File: src/rtl/counter_mon_pkg.sv
// Shared types and constants for the counter progress monitor.
package counter_mon_pkg;

    localparam logic [1:0] ENC_IDLE  = 2'd0;
    localparam logic [1:0] ENC_TRACK = 2'd1;
    localparam logic [1:0] ENC_FAULT = 2'd2;

    typedef enum logic [1:0] {
        IDLE  = ENC_IDLE,
        TRACK = ENC_TRACK,
        FAULT = ENC_FAULT
    } mon_state_e;

    localparam int DEFAULT_STUCK_LIMIT = 3;
    localparam int DEFAULT_ERR_W       = 8;

endpackage

File: src/rtl/mon_sat_counter.sv
// Saturating up-counter with synchronous clear; holds at all-ones instead of wrapping.
module mon_sat_counter #(
    parameter int W = 8
) (
    input  logic         clk,
    input  logic         rst,
    input  logic         clr_i,
    input  logic         inc_i,
    output logic [W-1:0] count_o
);

    logic [W-1:0] count_q;
    logic [W-1:0] count_d;

    // Next value: clear dominates, otherwise step up unless already saturated.
    always_comb begin
        count_d = count_q;
        if (clr_i) begin
            count_d = '0;
        end else if (inc_i && (count_q != {W{1'b1}})) begin
            count_d = count_q + 1'b1;
        end
    end

    // Count register, cleared asynchronously by reset.
    always_ff @(posedge clk or posedge rst) begin
        if (rst) begin
            count_q <= '0;
        end else begin
            count_q <= count_d;
        end
    end

    assign count_o = count_q;

endmodule

File: src/rtl/counter_progress_monitor.sv
// Passive checker for a free-running up-counter: flags stuck and skipped values,
// keeps sticky flags and a saturating error count.
module counter_progress_monitor
    import counter_mon_pkg::*;
#(
    parameter int WIDTH       = 4,
    parameter int STUCK_LIMIT = DEFAULT_STUCK_LIMIT,
    parameter int ERR_W       = DEFAULT_ERR_W
) (
    input  logic             clk,
    input  logic             rst,
    input  logic             en,
    input  logic [WIDTH-1:0] count_in,
    input  logic             clr_err,
    output logic [WIDTH-1:0] last_count,
    output logic             stuck,
    output logic             skip,
    output logic             fault,
    output logic [ERR_W-1:0] err_count,
    output logic [1:0]       state
);

    // The stuck-run counter only needs to reach STUCK_LIMIT, which is at most 15.
    localparam logic [3:0] RUN_LIMIT = 4'(STUCK_LIMIT);

    mon_state_e       state_q,     state_d;
    logic [WIDTH-1:0] lastCount_q, lastCount_d;
    logic             stuck_q,     stuck_d;
    logic             skip_q,      skip_d;
    logic             fault_q,     fault_d;
    logic [3:0]       stuckRun_q,  stuckRun_d;
    logic [WIDTH-1:0] expected;
    logic             errHit;

    assign expected = lastCount_q + WIDTH'(1);

    // Next-state decode: clear beats everything, IDLE waits for the first enabled
    // sample, TRACK and FAULT run identical checks against the previous sample.
    always_comb begin
        state_d     = state_q;
        lastCount_d = count_in;
        stuck_d     = stuck_q;
        skip_d      = skip_q;
        stuckRun_d  = stuckRun_q;
        errHit      = 1'b0;
        if (clr_err) begin
            state_d    = IDLE;
            stuck_d    = 1'b0;
            skip_d     = 1'b0;
            stuckRun_d = '0;
        end else begin
            case (state_q)
                IDLE: begin
                    if (en) begin
                        state_d = TRACK;
                    end
                end
                TRACK, FAULT: begin
                    if (en && (count_in == expected)) begin
                        stuckRun_d = '0;
                    end else if (en && (count_in == lastCount_q)) begin
                        if ((stuckRun_q + 4'd1) == RUN_LIMIT) begin
                            stuck_d    = 1'b1;
                            errHit     = 1'b1;
                            stuckRun_d = '0;
                        end else begin
                            stuckRun_d = stuckRun_q + 4'd1;
                        end
                    end else if (en || (count_in != lastCount_q)) begin
                        skip_d     = 1'b1;
                        errHit     = 1'b1;
                        stuckRun_d = '0;
                    end
                    if (errHit) begin
                        state_d = FAULT;
                    end
                end
                default: begin
                    state_d    = IDLE;
                    stuckRun_d = '0;
                end
            endcase
        end
        fault_d = stuck_d | skip_d;
    end

    // State and tracking registers; reset is asynchronous and takes effect at once.
    always_ff @(posedge clk or posedge rst) begin
        if (rst) begin
            state_q     <= IDLE;
            lastCount_q <= '0;
            stuck_q     <= 1'b0;
            skip_q      <= 1'b0;
            fault_q     <= 1'b0;
            stuckRun_q  <= '0;
        end else begin
            state_q     <= state_d;
            lastCount_q <= lastCount_d;
            stuck_q     <= stuck_d;
            skip_q      <= skip_d;
            fault_q     <= fault_d;
            stuckRun_q  <= stuckRun_d;
        end
    end

    mon_sat_counter #(
        .W (ERR_W)
    ) u_errCounter (
        .clk     (clk),
        .rst     (rst),
        .clr_i   (clr_err),
        .inc_i   (errHit),
        .count_o (err_count)
    );

    assign last_count = lastCount_q;
    assign stuck      = stuck_q;
    assign skip       = skip_q;
    assign fault      = fault_q;
    assign state      = state_q;

endmodule

File: config.mk
export PLATFORM = sky130hd
export DESIGN_NAME = counter_progress_monitor
export DESIGN_NICKNAME = d
export VERILOG_FILES = /design/src/rtl/counter_mon_pkg.sv /design/src/rtl/mon_sat_counter.sv /design/src/rtl/counter_progress_monitor.sv
export SDC_FILE = /design/constraint.sdc
export NUM_CORES = 1
export LEC_CHECK = 0
export CORE_MARGIN = 3
export CORE_UTILIZATION = 40
export CTS_CLUSTER_SIZE = 30
export DETAILED_ROUTE_END_ITERATION = 8
export GPL_ROUTABILITY_DRIVEN = 0
export PLACE_DENSITY = 0.71
export SLEW_MARGIN = 20
export SYNTH_ARGS = -nofsm -noshare
export SYNTH_HDL_FRONTEND = slang
export SYNTH_SLANG_ARGS = --single-unit
File: constraint.sdc
create_clock -name clk -period 2.47 [get_ports clk]
set_input_delay 0.494 -clock clk [delete_from_list [all_inputs] [get_ports clk]]
set_output_delay 0.494 -clock clk [all_outputs]
set_load 0.02 [all_outputs]
==> results of run 1 <==
## flip-flops by register name, summed over array words and instances, names as in the netlist
name / count
skip: 1
state: 2
u_errCounter.count_o: 8
last_count: 4
stuck: 1
fault: 1
stuckRun_q: 4
## synth_stat cells, types with 3 or more instances
cell / instances
dfrtp_1: 21
nand2_1: 13
o21ai_0: 8
inv_1: 7
a21oi_1: 6
nor2_1: 6
ha_1: 5
xnor2_1: 5
or3_1: 4
a31oi_1: 3
and2_1: 3
mux2i_1: 3
nand2b_1: 3
nand3_1: 3
nand3b_1: 3
xor2_1: 3
## kinds of logic (layout without fill, tap and decap cells)
family	after synthesis	in the layout	share of synthesized area [%]
compound gates	27	27	14.9
mux	3	3	2.53
buf+inv	8	43	2.53
simple gates	48	48	22.7
flops	21	21	44.3
fa+ha+maj	5	5	5.27
xor+xnor	9	9	7.81
## where the power goes
group          internal, mW  switching [mW]  total [mW]  leakage [nW]
clock network        0.0605           0.109       0.170        0.0177
registers             0.383          0.0322       0.415         0.279
logic                 0.183           0.194       0.377         0.374
total                 0.627           0.335       0.962         0.671
## worst reg2reg max path, cell delays in order (launching register included)
cell	delay, ns
dfrtp_1	0.47
ha_1	0.28
nand2_1	0.09
or3_1	0.39
o211a_1	0.17
or3_4	0.38
or3_1	0.31
a21oi_1	0.15
## worst paths after layout
kind	from	to	slack, ns	cells past startpoint
worst max-delay path	stuckRun_q[0]$_DFFE_PP0P_	u_errCounter.count_o[7]$_DFFE_PP0P_	0.17	7
worst min-delay path	rst	u_errCounter.count_o[2]$_DFFE_PP0P_	0.49	3
worst max register to register	stuckRun_q[0]$_DFFE_PP0P_	u_errCounter.count_o[7]$_DFFE_PP0P_	0.17	7
worst min register to register	skip$_DFF_PP0_	skip$_DFF_PP0_	0.53	2
max in group asynchronous	rst	stuckRun_q[1]$_DFFE_PP0P_	1.76	3
min in group clk	skip$_DFF_PP0_	skip$_DFF_PP0_	0.53	2
## routing by layer
metal / GRT usage [%] / vias to the layer above / part of all wire, %
met5: 0 / - / 0
met4: 1.86 / 0 / 0.38
met3: 4.68 / 2 / 3.7
met2: 29.2 / 25 / 49
met1: 22.0 / 500 / 47
li1: - / 512 / -
## area by class of cell
type | count | share of cell area [%]
Multi-Input combinational cell | 92 | 40.7
Sequential cell | 21 | 33.9
Timing Repair Buffer | 32 | 19.4
Tap cell | 31 | 2.50
Inverter | 7 | 1.70
Clock buffer | 3 | 1.45
Clock inverter | 1 | 0.323
==> impl_metrics.csv, run 1 <==
group,metric,value,unit
run_status,status,"complete, no violations",
worst_setup_path,end_kind,"flop",
clock_network,clkSinkCount,21,
clock_network,cts.clk_slew.worst_paths,0.12,ns
layout,seq_area,526,sq um
detailed_routing,routed_wl,2.63,mm
clock_network,clockBufferDepth,2,
placement,place.port_buffers,24,
global_routing,grt_pass1_wl,4.71,mm
sta,final_max_slew_viol_count,0,
detailed_routing,vias,1039,
clock_network,cts_buffers,3,
placement,placed_area,1520,sq um
sta,skew,0.000692,ns
layout,fin_area,1550,sq um
sta,fin_crit_sh,93.2,%
power,vdd_drop_max,0.000557,V
worst_setup_path,worst_path_max_delay_cell,"dfrtp_1",
sta,setup_tns,0,ns
sta,finalCriticalPeriod,2.30,ns
die,die_w,60.5,microns
global_routing,grt_usage,16.9,%
flow_run,drv_cap,0,
logic_synthesis,ys_top_cells_by_area,"dfrtp_1 (44%), ha_1 (5.3%), nand2_1 (4.1%)",
logic_synthesis,synth-seq-area-share,44.3,%
die,start_util,42.6,%
die,rows,19,
logic_synthesis,synth_cells,121,
sta,hold_violations,0,
layout,fillCellCount,253,
sta,finalSetupViolCount,0,
logic_synthesis,synth_edf_count,0,
global_routing,grt_overflow,0,
placement,pre_cts_ws,-0.0710,ns
sta,grt_setup_unrepaired,"false",
clock_network,cts_max_level,1,
worst_setup_path,max_stage_delay,0.47,ns
layout,drive_above_1_share,10.9,%
worst_setup_path,path_cells,"ha_1, nand2_1, or3_1, o211a_1, or3_4, or3_1, a21oi_1",
clock_network,cts_root_buf,"clkbuf_4",
worst_setup_path,cp-start-kind,"flop",
power,power,962,uW
layout,mostFrequentLayoutCell,"clkdlybuf4s50_1",
die,core,2780,sq um
worst_hold_path,hp-class,"input pin to asynchronous set/reset pin",
detailed_routing,via_per_inst,5.56,
clock_network,post_cts_buffers,0,
sta,slew_headroom,75.6,%
sta,clock.fmax,0.434,GHz
detailed_routing,drtIter0Drc,45,
sta,hold_ws,0.494,ns
placement,hpwl,2.03,mm
worst_setup_path,cp.arrival,2.54,ns
logic_synthesis,synthFlopType,"dfrtp_1",
logic_synthesis,synth.avg_cell_area,9.80,sq um
worst_setup_path,cp.buffers_inverters,0,
global_routing,first_global_vias,1072,
detailed_routing,wl_per_cell,14.1,microns
detailed_routing,drc,0,
layout,post-route-util,55.7,%
logic_synthesis,synth_area,1190,sq um
layout,finalNonFillerCells,187,
placement,dp.cells,183,
global_routing,grt_max_degree,22,
layout,final_cell_mix,"clkdlybuf4s50_1 (24), dfrtp_1 (21), nand2_1 (13), o21ai_0 (8), buf_4 (8)",
logic_synthesis,synthArstFlopShare,100,%
worst_setup_path,path_delay_family,"simple AND/OR/NAND/NOR gates",
layout,nets,170,
sta,layout_setup_ws,0.168,ns
clock_network,tritoncts,"done",
power,leakagePower,0.671,nW
logic_synthesis,ys_seq_elements,21,
die,die_area,3650,sq um
die,pin_count,25,
logic_synthesis,yosysUniqueCellTypes,38,
detailed_routing,ant_nets,0,
clock_network,ctsResizeCount,0,
power,p_per_area,621,nW/um^2
clock_network,cts-hold-fix-buffers,0,
layout,multi_input_area,631,sq um
sta,worst_slew_pin_slew,0.361,ns
clock_network,clock_latency,0.31,ns
worst_setup_path,critPathMaxFanout,6,
layout,area.growth.synth_to_final,30.6,%
worst_setup_path,crit_path_frequent_cell,"or3_1",
logic_synthesis,yosysTopAreaCell,"dfrtp_1",
global_routing,antenna_found_initial,0,
logic_synthesis,yosysWarnings,0,
detailed_routing,first_pass_iters,4,
layout,antenna_cells,0,
worst_setup_path,cp.required,2.71,ns
logic_synthesis,syn_nets,134,
logic_synthesis,synthDominantCellAreaShare,44.3,%
worst_setup_path,worstSetupPathType,"flop to flop",
die,die_h,60.5,microns
Power figures use the tool's default switching activity.
==> run 2: changes to the inputs <==
- GPL_ROUTABILITY_DRIVEN: 0 -> default
==> results of run 2 <==
The final DEF is identical to that of run 1; final timing and power are the same.
==> run 3: changes to the inputs <==
--- a/config.mk
+++ b/config.mk
@@ -12,3 +12,2 @@
 export PLACE_DENSITY = 0.71
-export SLEW_MARGIN = 20
 export SYNTH_ARGS = -nofsm -noshare
==> constraint.sdc (replaced) <==
create_clock -name clk -period 2.47 [get_ports clk]
set_input_delay 0.3705 -clock clk [delete_from_list [all_inputs] [get_ports clk]]
set_output_delay 0.3705 -clock clk [all_outputs]
set_load 0.02 [all_outputs]
==> impl_metrics.csv, run 3 (synthesis gave the netlist of run 1 again) <==
group,metric,value,unit
run_status,status,"complete, no violations",
sta,slew_headroom,46.6,%
global_routing,first_global_vias,1108,
sta,final_max_slew_viol_count,0,
sta,grt_setup_unrepaired,"false",
sta,clock.fmax,0.433,GHz
die,pin_count,25,
worst_setup_path,cp-start-kind,"flop",
clock_network,ctsResizeCount,0,
sta,finalCriticalPeriod,2.31,ns
sta,fin_crit_sh,93.6,%
detailed_routing,drtIter0Drc,35,
detailed_routing,vias,1041,
layout,area.growth.synth_to_final,28.0,%
worst_setup_path,cp.arrival,2.52,ns
detailed_routing,wl_per_cell,14.9,microns
placement,pre_cts_ws,-0.00762,ns
clock_network,clockBufferDepth,2,
power,leakagePower,0.650,nW
flow_run,drv_cap,0,
placement,gp_congestion,0.817,
clock_network,post_cts_buffers,0,
power,vdd_drop_max,0.000489,V
power,power,958,uW
die,die_w,60.5,microns
die,rows,19,
worst_setup_path,ff2ff_path_depth,7,
sta,layout_setup_ws,0.159,ns
clock_network,cts-hold-fix-buffers,0,
worst_setup_path,worstSetupPathType,"flop to flop",
worst_hold_path,hp-class,"input pin to asynchronous set/reset pin",
sta,setup_tns,0,ns
global_routing,grt_overflow,0,
detailed_routing,ant_nets,0,
worst_setup_path,path_cells,"ha_1, nand2_1, or3_1, o211a_1, a311oi_2, a311oi_1, a41o_1",
detailed_routing,drc,0,
clock_network,clkSinkCount,21,
layout,nets,166,
die,core,2780,sq um
clock_network,clock_latency,0.31,ns
global_routing,antenna_found_initial,0,
global_routing,grt_pass1_wl,4.71,mm
sta,worst_slew_pin_slew,0.800,ns
global_routing,grt_usage,17.1,%
worst_setup_path,end_kind,"flop",
sta,finalSetupViolCount,0,
detailed_routing,via_per_inst,5.69,
worst_setup_path,reg2reg_to,"u_errCounter.count_o[4]$_DFFE_PP0P_",
worst_setup_path,regToRegStartpoint,"stuckRun_q[0]$_DFFE_PP0P_",
clock_network,cts_max_level,1,
die,die_h,60.5,microns
layout,fillCellCount,262,
worst_setup_path,cp.required,2.68,ns
layout,finalNonFillerCells,183,
clock_network,cts_root_buf,"clkbuf_4",
layout,mostFrequentLayoutCell,"clkdlybuf4s50_1",
worst_setup_path,max_stage_delay,0.46,ns
power,p_per_area,631,nW/um^2
sta,skew,0.00859,ns
worst_setup_path,rrSetupSlack,0.16,ns
sta,hold_violations,0,
layout,antenna_cells,0,
die,start_util,42.6,%
layout,drive_above_1_share,7.89,%
detailed_routing,routed_wl,2.73,mm
layout,final_cell_mix,"clkdlybuf4s50_1 (24), dfrtp_1 (21), nand2_1 (13), o21ai_0 (8), inv_1 (7)",
clock_network,tritoncts,"done",
worst_setup_path,worst_path_max_delay_cell,"dfrtp_1",
clock_network,cts_buffers,3,
placement,dp.cells,179,
die,die_area,3650,sq um
global_routing,grt_max_degree,22,
placement,place.port_buffers,24,
layout,largest_register_ffs,8,
worst_setup_path,critPathMaxFanout,6,
detailed_routing,first_pass_iters,4,
placement,hpwl,2.07,mm
clock_network,cts.clk_slew.worst_paths,0.12,ns
run 3: critical path: cells and delay by family (launching register included):
family | cells | cell delay, ns
compound gates | 4 | 1.01
fa+ha+maj | 1 | 0.27
flops | 1 | 0.46
simple gates | 2 | 0.47
run 3: layer usage:
metal	vias to the layer above	part of all wire (%)	GRT usage, %
met5	-	0	0
met4	0	1.3	7.43
met3	7	4.7	4.68
met2	32	50	29.0
met1	504	44	20.4
li1	498	-	-
run 3: layout make-up:
cell class | instances | area (sq um) | share of cell area [%]
Multi-Input combinational cell | 92 | 631 | 41.5
Sequential cell | 21 | 526 | 34.6
Inverter | 7 | 26.3 | 1.73
Tap cell | 31 | 38.8 | 2.56
Clock buffer | 4 | 26.3 | 1.73
Timing Repair Buffer | 28 | 270 | 17.8
run 3: per-stage QoR:
stage          cell area, sq um  hold slack (ns)  utilization, %
2_1_floorplan              1190            0.347               -
3_3_place_gp               1490            0.503            53.6
3_5_place_dp               1490            0.518            53.6
4_1_cts                    1520            0.527            54.6
5_1_grt                    1520            0.522            54.6
6_report                   1520            0.493            54.6
run 3: power by group:
part / switching, mW / internal (mW)
clock network: 0.110 / 0.0632
logic: 0.195 / 0.174
registers: 0.0325 / 0.383
total: 0.338 / 0.620
run 3: worst max path at each step:
stage,to,startpoint,slack (ns),cells after the start
detailed placement,u_errCounter.count_o[4]$_DFFE_PP0P_,count_in[2],-0.008,7
floorplan,u_errCounter.count_o[7]$_DFFE_PP0P_,stuckRun_q[0]$_DFFE_PP0P_,0.39,7
global placement,u_errCounter.count_o[4]$_DFFE_PP0P_,count_in[2],0.07,7
CTS,u_errCounter.count_o[4]$_DFFE_PP0P_,stuckRun_q[0]$_DFFE_PP0P_,0.16,7
global route,u_errCounter.count_o[4]$_DFFE_PP0P_,stuckRun_q[0]$_DFFE_PP0P_,0.01,7
finish,u_errCounter.count_o[4]$_DFFE_PP0P_,stuckRun_q[0]$_DFFE_PP0P_,0.16,7
